`src/rtl/fp_to_int.sv`:
```
// Multi-cycle binary32 -> int32/uint32 converter (fcvt.w.s / fcvt.wu.s), one alignment shift per cycle.
// Latency: shift count + 2 cycles from accept to out_valid; results are held in DONE until out_ready.
module fp_to_int #(
    parameter int RSHIFT_CAP = 25
) (
    input  logic        wb_clk_i,
    input  logic        wb_rst_i,
    input  logic        in_valid,
    output logic        in_ready,
    input  logic [31:0] in_x,
    input  logic        is_signed,
    input  logic [2:0]  round_mode,
    output logic        out_valid,
    input  logic        out_ready,
    output logic [31:0] out_z,
    output logic [4:0]  exceptions
);
    localparam int CW = $clog2(((RSHIFT_CAP > 8) ? RSHIFT_CAP : 8) + 1);

    typedef enum logic [1:0] {S_IDLE, S_ALIGN, S_ROUND, S_DONE} state_t;

    state_t         r_state, w_next;
    logic [31:0]    r_mag;
    logic [CW-1:0]  r_cnt;
    logic           r_guard, r_sticky, r_sign, r_signed, r_nan, r_special, r_left;
    logic [2:0]     r_mode;
    logic [31:0]    r_out_z;
    logic [4:0]     r_exc;

    // Operand unpack; exponent arithmetic is done on the biased field (bias 127 + 23 fraction bits = 150).
    logic [7:0]     w_exp;
    logic [23:0]    w_m;
    logic           w_special, w_nan, w_left, w_collapse;
    logic [7:0]     w_lcnt, w_rcnt;
    logic [CW-1:0]  w_cnt_init;

    assign w_exp      = in_x[30:23];
    assign w_m        = {(w_exp != 8'd0), in_x[22:0]};
    assign w_special  = (w_exp >= 8'd159);
    assign w_nan      = (w_exp == 8'hFF) && (in_x[22:0] != 23'd0);
    assign w_left     = (w_exp > 8'd150);
    assign w_lcnt     = w_exp - 8'd150;
    assign w_rcnt     = (w_exp == 8'd0) ? 8'd149 : (8'd150 - w_exp);
    assign w_collapse = !w_special && !w_left && (w_rcnt > 8'(RSHIFT_CAP));

    always_comb begin
        w_cnt_init = '0;
        if (w_special || w_collapse)
            w_cnt_init = '0;
        else if (w_left)
            w_cnt_init = CW'(w_lcnt);
        else
            w_cnt_init = CW'(w_rcnt);
    end

    // Rounding and range check
    logic        w_inc, w_gs, w_oor, w_invalid;
    logic [32:0] w_rnd;
    logic [31:0] w_res;

    assign w_gs = r_guard | r_sticky;

    always_comb begin
        w_inc = 1'b0;
        case (r_mode)
            3'd1:    w_inc = 1'b0;
            3'd2:    w_inc = r_sign & w_gs;
            3'd3:    w_inc = !r_sign & w_gs;
            3'd4:    w_inc = r_guard;
            default: w_inc = r_guard & (r_sticky | r_mag[0]);
        endcase
    end

    assign w_rnd = {1'b0, r_mag} + {32'd0, w_inc};

    always_comb begin
        w_oor = 1'b0;
        if (r_signed)
            w_oor = r_sign ? (w_rnd > 33'h080000000) : (w_rnd > 33'h07FFFFFFF);
        else
            w_oor = r_sign ? (w_rnd != 33'd0) : w_rnd[32];
    end

    assign w_invalid = r_special | w_oor;

    always_comb begin
        w_res = '0;
        if (w_invalid) begin
            if (r_nan || !r_sign)
                w_res = r_signed ? 32'h7FFFFFFF : 32'hFFFFFFFF;
            else
                w_res = r_signed ? 32'h80000000 : 32'h00000000;
        end else begin
            w_res = r_sign ? (32'd0 - w_rnd[31:0]) : w_rnd[31:0];
        end
    end

    // FSM: state register, next-state logic, outputs
    always_ff @(posedge wb_clk_i) begin
        if (wb_rst_i)
            r_state <= S_IDLE;
        else
            r_state <= w_next;
    end

    always_comb begin
        w_next = r_state;
        case (r_state)
            S_IDLE:  if (in_valid) w_next = (w_cnt_init != '0) ? S_ALIGN : S_ROUND;
            S_ALIGN: if (r_cnt == CW'(1)) w_next = S_ROUND;
            S_ROUND: w_next = S_DONE;
            S_DONE:  if (out_ready) w_next = S_IDLE;
            default: w_next = S_IDLE;
        endcase
    end

    always_comb begin
        in_ready   = (r_state == S_IDLE) && !wb_rst_i;
        out_valid  = (r_state == S_DONE);
        out_z      = r_out_z;
        exceptions = r_exc;
    end

    always_ff @(posedge wb_clk_i) begin
        if (wb_rst_i) begin
            r_mag     <= '0;
            r_cnt     <= '0;
            r_guard   <= 1'b0;
            r_sticky  <= 1'b0;
            r_sign    <= 1'b0;
            r_signed  <= 1'b0;
            r_nan     <= 1'b0;
            r_special <= 1'b0;
            r_left    <= 1'b0;
            r_mode    <= '0;
            r_out_z   <= '0;
            r_exc     <= '0;
        end else begin
            case (r_state)
                S_IDLE: if (in_valid) begin
                    r_sign    <= in_x[31];
                    r_signed  <= is_signed;
                    r_mode    <= round_mode;
                    r_nan     <= w_nan;
                    r_special <= w_special;
                    r_left    <= w_left;
                    r_cnt     <= w_cnt_init;
                    r_guard   <= 1'b0;
                    r_sticky  <= w_collapse & (|w_m);
                    r_mag     <= (w_special || w_collapse) ? 32'd0 : {8'd0, w_m};
                end
                S_ALIGN: begin
                    r_cnt <= r_cnt - CW'(1);
                    if (r_left) begin
                        r_mag <= r_mag << 1;
                    end else begin
                        r_mag    <= r_mag >> 1;
                        r_guard  <= r_mag[0];
                        r_sticky <= r_sticky | r_guard;
                    end
                end
                S_ROUND: begin
                    r_out_z <= w_res;
                    r_exc   <= {w_invalid, 3'b000, w_gs & !w_invalid};
                end
                default: ;
            endcase
        end
    end
endmodule

```
`config.mk`:
```
export PLATFORM = sky130hd
export DESIGN_NAME = fp_to_int
export DESIGN_NICKNAME = d
export VERILOG_FILES = /design/src/rtl/fp_to_int.sv
export SDC_FILE = /design/constraint.sdc
export NUM_CORES = 1
export LEC_CHECK = 0
export ABC_AREA = 0
export BUFFER_PORTS_ARGS = -buffer_cell sky130_fd_sc_hd__buf_2
export CAP_MARGIN = 20
export CORE_ASPECT_RATIO = 0.6
export CORE_UTILIZATION = 60
export DETAILED_ROUTE_END_ITERATION = 8
export PLACE_DENSITY = 0.82
export SLEW_MARGIN = 30
export SYNTH_ARGS = -nofsm -noshare
export SYNTH_HDL_FRONTEND = slang
export SYNTH_SLANG_ARGS = --single-unit
```
`constraint.sdc`:
```
create_clock -name wb_clk_i -period 5.3 [get_ports wb_clk_i]
set_input_delay 0.265 -clock wb_clk_i [delete_from_list [all_inputs] [get_ports wb_clk_i]]
set_output_delay 0.265 -clock wb_clk_i [all_outputs]
set_load 0.005 [all_outputs]
```
Word-level counts from Yosys, hierarchy flattened
Cells that the tools add are included.
Cells by class
  reductions and logical operators: 23
  magnitude comparators: 5
  muxes and demuxes: 29
  $add $sub $neg: 5
  equality and inequality tests: 13
  bitwise logic cells: 8
Operators with widths (count)
  32-bit 2-to-1 mux: 7
  32-bit case mux with 2 select lines: 1
  32-bit by 1-bit adder with 33-bit output: 1
  33-bit by 31-bit greater-than comparator with 1-bit output, second input constant: 1
  33-bit by 32-bit greater-than comparator with 1-bit output, second input constant: 1
  33-bit nonzero test: 1
  1-bit by 32-bit subtractor with 32-bit output, first input constant: 1
  24-bit 2-to-1 mux: 1
  24-bit OR reduction: 1
  23-bit nonzero test: 1
  5-bit 2-to-1 mux: 3
  5-bit case mux with 2 select lines: 1
  8-bit == test, second input constant: 1
  8-bit greater-or-equal comparator, second input constant: 1
  8-bit by 5-bit greater-than comparator with 1-bit output, second input constant: 1
  8-bit greater-than comparator, second input constant: 1
  8-bit zero test: 1
  2-bit 2-to-1 mux: 4
  8-bit 2-to-1 mux: 1
  2-bit case mux with 4 select lines: 1
  8-bit nonzero test: 1
  8-bit subtractor, first input constant: 1
  1-bit 2-to-1 mux: 7
  3-bit by 2-bit == test with 1-bit output, second input constant: 2
  21 further kinds: 41
Word-level totals
  register bits after elaboration: 83
  word-level logic and storage cells: 96
  output and inout port bits: 39
  input bits: 40

Longest topological paths before layout
  word-level depth: 10
  mapped depth: 21
  gate-level depth less buffers: 17

Worst setup path before layout
No wires, ideal clock.
  kind: register to register
  from: register r_sign
  to: register r_out_z[28] (netlist: out_z[28])
  setup time: 0.122 ns
  setup slack: 0.815 ns
  required time: 5.178 ns
  arrival: 4.362 ns
  clock period less this slack: 4.485 ns
  path buffers: 7
  stages on the path, launching flop included: 21
  cells stage by stage: dfxtp_1 > clkbuf_1 > clkbuf_1 > clkbuf_1 > xnor2_1 > o41ai_1 > ha_1 > ha_1 > and3_1 > buf_2 > nand4_1 > nor2_2 > buf_2 > a31oi_1 > nor4b_2 > nand4_1 > o311a_1 > a22o_1 > buf_6 > buf_4 > a311o_1
On the way
  longest elaborated chain between the ends: 9
  elaborated cells between the ends (all ways): 17
  those cells by class: add/sub (2); order compare (2); mux (7); bitwise (3); reduce/logical (3)
RTL lines
  start, declared: line 25  | logic r_guard, r_sticky, r_sign, r_signed, r_nan, r_special, r_left;
  start signal, assigned: line 141  | r_sign <= in_x[31];
  1-bit zero test: line 68, 89
  1-bit AND: line 68  | 3'd3: w_inc = !r_sign & w_gs;
  1-bit case mux with 4 select lines: line 65  | case (r_mode)
  32-bit by 1-bit adder with 33-bit output: line 74  | assign w_rnd = {1'b0, r_mag} + {32'd0, w_inc};
  33-bit by 31-bit greater-than comparator with 1-bit output (tied with other cells): line 79  | w_oor = r_sign ? (w_rnd > 33'h080000000) : (w_rnd > 33'h07FFFFFFF);
  1-bit 2-to-1 mux, on equally long branches: line 79, 81
  1-bit 2-to-1 mux: line 78  | if (r_signed)
  1-bit bitwise OR: line 84  | assign w_invalid = r_special | w_oor;
  32-bit 2-to-1 mux (*): line 88  | if (w_invalid) begin
  end signal, assigned: line 163  | r_out_z <= w_res;
  end, declared: line 27  | logic [31:0] r_out_z;
Every way passes the cells marked *; elsewhere a longest branch is shown, timed or not.
A chain may end at the register's enable or synchronous reset.

Worst setup path in the final report
  from: register r_mag[0]
  to: register r_out_z[30] (netlist: out_z[30])
On the way
  longest elaborated chain between the ends: 9
  elaborated cells between the ends (all ways): 14
  those cells by class: add/sub (2); order compare (2); mux (6); bitwise (3); reduce/logical (1)
RTL lines
  start, declared: line 23  | logic [31:0] r_mag;
  start signal, assigned: line 150  | r_mag <= (w_special || w_collapse) ? 32'd0 : {8'd0, w_m};
  start signal, assigned: line 155  | r_mag <= r_mag << 1;
  start signal, assigned: line 157  | r_mag <= r_mag >> 1;
  1-bit bitwise OR: line 70  | default: w_inc = r_guard & (r_sticky | r_mag[0]);
  1-bit AND: line 70
  1-bit case mux with 4 select lines: line 65
  32-bit by 1-bit adder with 33-bit output (*): line 74
  33-bit by 31-bit greater-than comparator with 1-bit output (tied with other cells): line 79
  1-bit 2-to-1 mux, on equally long branches: line 79, 81
  1-bit 2-to-1 mux: line 78
  1-bit bitwise OR: line 84
  32-bit 2-to-1 mux (*): line 88
Marks and branches as above.

==> flow_summary.ini <==
[run_status]
run_status = finished clean

[logic_synthesis]
synthArstFlopShare_pct = 0
ys.flop_type = sky130_fd_sc_hd__dfxtp_1
yosysWarnings = 0
syn_std_cell_area_mm2 = 0.00657
syn_inst = 855
synth_cell_types = 83
synth_enable_flop_cells = 0
synth-seq-area-share_pct = 25.3
yosys_register_bits = 83
syn_area_per_cell_um2 = 7.68

[timing]
final_hold_viol_count = 0
slew-limit-headroom_pct = 33.2
setup-tns-final_ns = 0
final_worst_hold_slack_ns = 0.159
final-setup-viol-count = 0
finalCriticalPeriod_ns = 4.99
clock.fmax_mhz = 200
measured_slew_at_the_worst_slew_check_pin_ns = 0.989
pins_over_their_slew_limit = 0
period_share_pct = 94.2
rsz0062_at_grt = no
timing.clock.skew_ns = 0.00887

[layout]
layout-drive-gt1-share_pct = 18.7
area_taken_by_multi_input_logic_gates_mm2 = 0.00451
antenna_cells = 0
fill_cells = 884
area_overhead_vs_synth_pct = 9.40
register_area_mm2 = 0.00166
fin_cells = 1023
fin_nets = 934

[critical_path]
reg2regPathDepth = 17
reg2reg_slack_ns = 0.31
cpPeakStageDelay_ns = 0.49
critical_path_start_type = flop
arrival_ns = 5.25
critical_path_buf_inv_count = 1
critPathMaxFanout = 26
sequence_of_cells_on_the_critical_path = nor3_1 > o31ai_1 > nand2_1 > o41ai_1 > ha_1 > ha_1 > nand3_1 > nor4_4 > nand4_1 > xor2_2 > nand4b_1 > nor3_2 > a31o_2 > a22o_1 > buf_4 > nand2_1 > a311oi_1
worstSetupPathType = flop to flop
cp.required_ns = 5.55
cpLargestDelayFamily = simple AND/OR/NAND/NOR gates
timing.critical_path.slowest_stage_cell = sky130_fd_sc_hd__nor3_2
worst_r2r_endpoint = out_z[30]
crit-reg2reg-launch = r_mag[0]
setup.worst_path.end_class = flop

[clock_network]
number_of_h_tree_branching_levels = 3
tritoncts_clock_tree = done
clkTransAtPathRegs_ns = 0.07
cts_inserted_buffers = 9
ctsLongestPathBuffers = 2
cts_root_buffer = sky130_fd_sc_hd__clkbuf_16
cts_post_setup_buffers_inserted = 0
clock_net_sink_count = 83
insertion_delay_ns = 0.35

[route]
post_drt_wl_per_cell_um = 19.1
wirelength_mm = 19.5
num_vias = 6827
antenna_left = 0
detail_route.first_pass.iterations = 6
drt-initial-drc-count = 748
route.detailed.drc = 0
number_of_vias_per_cell = 6.67

[floorplanning]
core_region_area_mm2 = 0.0106
initial_core_util_pct = 62.0
fp.dieW_um = 137
ioPinCount = 79
die_outline_area_mm2 = 0.0114
fp-row-count = 29
dieHeight_um = 83.0

[place]
gp_congestion = 1.03
hpwlAfterDp_mm = 14.3
port_buffers = 75
dpl.cell_count = 1007

[global_route]
first_global_vias = 6110
grt_start_max_net_pins = 55
grt.overflow.total = 0
number_of_antenna_violations_at_the_first_check_in_global_routing = 1
grtUsageTotal_pct = 35.3
first_pass_grt_wire_length_mm = 31.8

[pwr]
max-vdd-ir-drop_mv = 0.330
power_density_mw_per_mm2 = 513
switching_share_pct = 46.8
clock_power_share_pct = 17.8
switchingPower_mw = 1.72
pwr-share-comb_pct = 52.1
internal_power_mw = 1.96
cellLeakagePower_nw = 2.63
p_seq_share_pct = 30.1

[run]
drv_cap = 0

[min_path]
hold_path_end = r_signed
min_path_type = input pin to flop
hold_path_depth = 3
timing.hold.worst.start = is_signed
[stage by stage]
stage               cell area [µm²]  setup slack (ns)  util [%]  power (mW)
floorplan                      6570             0.815         -        2.50
global placement               6870             0.584      64.8        2.90
detailed placement             6870             0.469      64.8        2.98
CTS                            7170             0.421      67.7        3.64
global route                   7180            0.0302      67.8        3.94
finish                         7180             0.305      67.8        3.68
[layout make-up]
type,count,share of cell area [%]
clock buffer,11,3.38
clock inverter,5,0.854
inverter,21,1.10
multi-input combinational,678,62.7
sequential,83,23.1
tap,139,2.42
timing repair buffer,86,6.38
[cells in the mapped netlist, types with 4 or more instances]
| library cell | instances | area share [%] |
|---|---|---|
| sky130_fd_sc_hd__or2_2 | 4 | 0.38 |
| sky130_fd_sc_hd__and3_1 | 8 | 0.76 |
| sky130_fd_sc_hd__nor2_1 | 105 | 6.0 |
| sky130_fd_sc_hd__a21oi_1 | 36 | 2.7 |
| sky130_fd_sc_hd__a32oi_1 | 4 | 0.53 |
| sky130_fd_sc_hd__mux2_2 | 20 | 3.4 |
| sky130_fd_sc_hd__nor3_1 | 46 | 3.5 |
| sky130_fd_sc_hd__a211oi_1 | 16 | 1.8 |
| sky130_fd_sc_hd__a221oi_1 | 25 | 3.3 |
| sky130_fd_sc_hd__dfxtp_1 | 83 | 25 |
| sky130_fd_sc_hd__o21ai_0 | 29 | 2.2 |
| sky130_fd_sc_hd__xor2_1 | 16 | 2.1 |
| sky130_fd_sc_hd__nand3_1 | 15 | 1.1 |
| sky130_fd_sc_hd__nor2b_1 | 8 | 0.76 |
| sky130_fd_sc_hd__nor4_1 | 13 | 1.2 |
| sky130_fd_sc_hd__and4_1 | 6 | 0.80 |
| sky130_fd_sc_hd__buf_4 | 7 | 0.80 |
| sky130_fd_sc_hd__mux2i_1 | 15 | 2.3 |
| sky130_fd_sc_hd__a311oi_2 | 10 | 2.3 |
| sky130_fd_sc_hd__o211ai_1 | 4 | 0.46 |
| sky130_fd_sc_hd__xnor2_1 | 44 | 5.9 |
| sky130_fd_sc_hd__clkbuf_1 | 50 | 2.9 |
| sky130_fd_sc_hd__buf_2 | 12 | 0.91 |
| sky130_fd_sc_hd__a311oi_1 | 9 | 1.2 |
| sky130_fd_sc_hd__or3_1 | 10 | 0.95 |
| sky130_fd_sc_hd__nand3b_1 | 5 | 0.57 |
| sky130_fd_sc_hd__o31ai_1 | 7 | 0.80 |
| sky130_fd_sc_hd__nand2_1 | 93 | 5.3 |
| sky130_fd_sc_hd__or4_1 | 4 | 0.46 |
| sky130_fd_sc_hd__nand4_1 | 15 | 1.4 |
| sky130_fd_sc_hd__nand2b_1 | 7 | 0.67 |
| sky130_fd_sc_hd__a31oi_1 | 9 | 0.86 |
| sky130_fd_sc_hd__inv_1 | 19 | 1.1 |
| sky130_fd_sc_hd__and2_1 | 4 | 0.38 |
| sky130_fd_sc_hd__ha_1 | 15 | 2.9 |
[sequential cells by signal, indices dropped and copies added, names as in the netlist, 2 cells and up]
register	cells
exceptions	2
out_z	32
r_cnt	5
r_mag	32
r_mode	3
r_state	2
[layout by cell type (no fill, tap or decap), drive strengths merged, types with 11 or more instances in the layout]
cell type	instances
nand2	94
a21oi	36
mux2	20
a211oi	17
nor2	106
dfxtp	83
a311oi	19
nand3	17
inv	20
ha	15
o21ai	32
xor2	16
nor4	16
xnor2	44
mux2i	15
clkbuf	11
nor3	47
a221oi	25
nand4	19
buf	86
[cell families (layout without fill, tap and decap cells)]
| logic type | after synthesis | count (layout) | synth area share, % |
|---|---|---|---|
| compound gates | 194 | 194 | 22.4 |
| fa+ha+maj | 16 | 16 | 3.01 |
| mux | 35 | 35 | 5.72 |
| simple gates | 370 | 370 | 29.0 |
| flops | 83 | 83 | 25.3 |
| buf+inv | 96 | 123 | 6.46 |
| xor+xnor | 60 | 60 | 8.00 |
| other cells | 1 | 3 | 0.0571 |
[worst reg2reg max path, delay by kind of cell (launching register included)]
| family | cells | cell delay [ns] |
|---|---|---|
| DFF | 1 | 0.43 |
| xor gates and xnor gates | 1 | 0.33 |
| adders and majority gates | 2 | 0.77 |
| buffers and inverters | 1 | 0.30 |
| and+or+nand+nor | 8 | 2.10 |
| AOI/OAI and AO/OA | 5 | 0.96 |
[routing by layer]
| layer | up-vias | GRT usage (%) | share of wire, % |
|---|---|---|---|
| li1 | 3177 | - | - |
| met1 | 3214 | 53.4 | 45 |
| met2 | 396 | 50.0 | 42 |
| met3 | 38 | 8.24 | 12 |
| met4 | 2 | 7.39 | 1.2 |
| met5 | - | 0 | 0.067 |
[power by group through the flow]
stage / logic [mW] / registers, mW / clock network (mW)
floorplan: 1.53 / 0.961 / 0
global placement: 1.80 / 1.09 / 0
detailed placement: 1.87 / 1.11 / 0
CTS: 1.88 / 1.10 / 0.657
global route: 2.12 / 1.14 / 0.681
finish: 1.92 / 1.11 / 0.657
[how the worst max path moves through the flow]
| stage | startpoint | to | slack (ns) | depth (start not counted) |
|---|---|---|---|---|
| 6_report | r_mag[0] | out_z[30] | 0.31 | 17 |
| 5_1_grt | r_sticky | out_z[23] | 0.03 | 15 |
| 4_1_cts | r_mag[0] | out_z[20] | 0.42 | 17 |
| 3_5_place_dp | r_mag[0] | out_z[20] | 0.47 | 17 |
| 3_3_place_gp | r_mag[0] | out_z[20] | 0.58 | 17 |
| 2_1_floorplan | r_sign | out_z[28] | 0.82 | 20 |
[what timing repair did]
| action | in CTS | in global routing |
|---|---|---|
| setup endpoints to repair | 0 | 31 |
| gates resized for setup | 0 | 1 |
| hold buffers | 0 | 0 |
(Power assumes the default switching activity.)
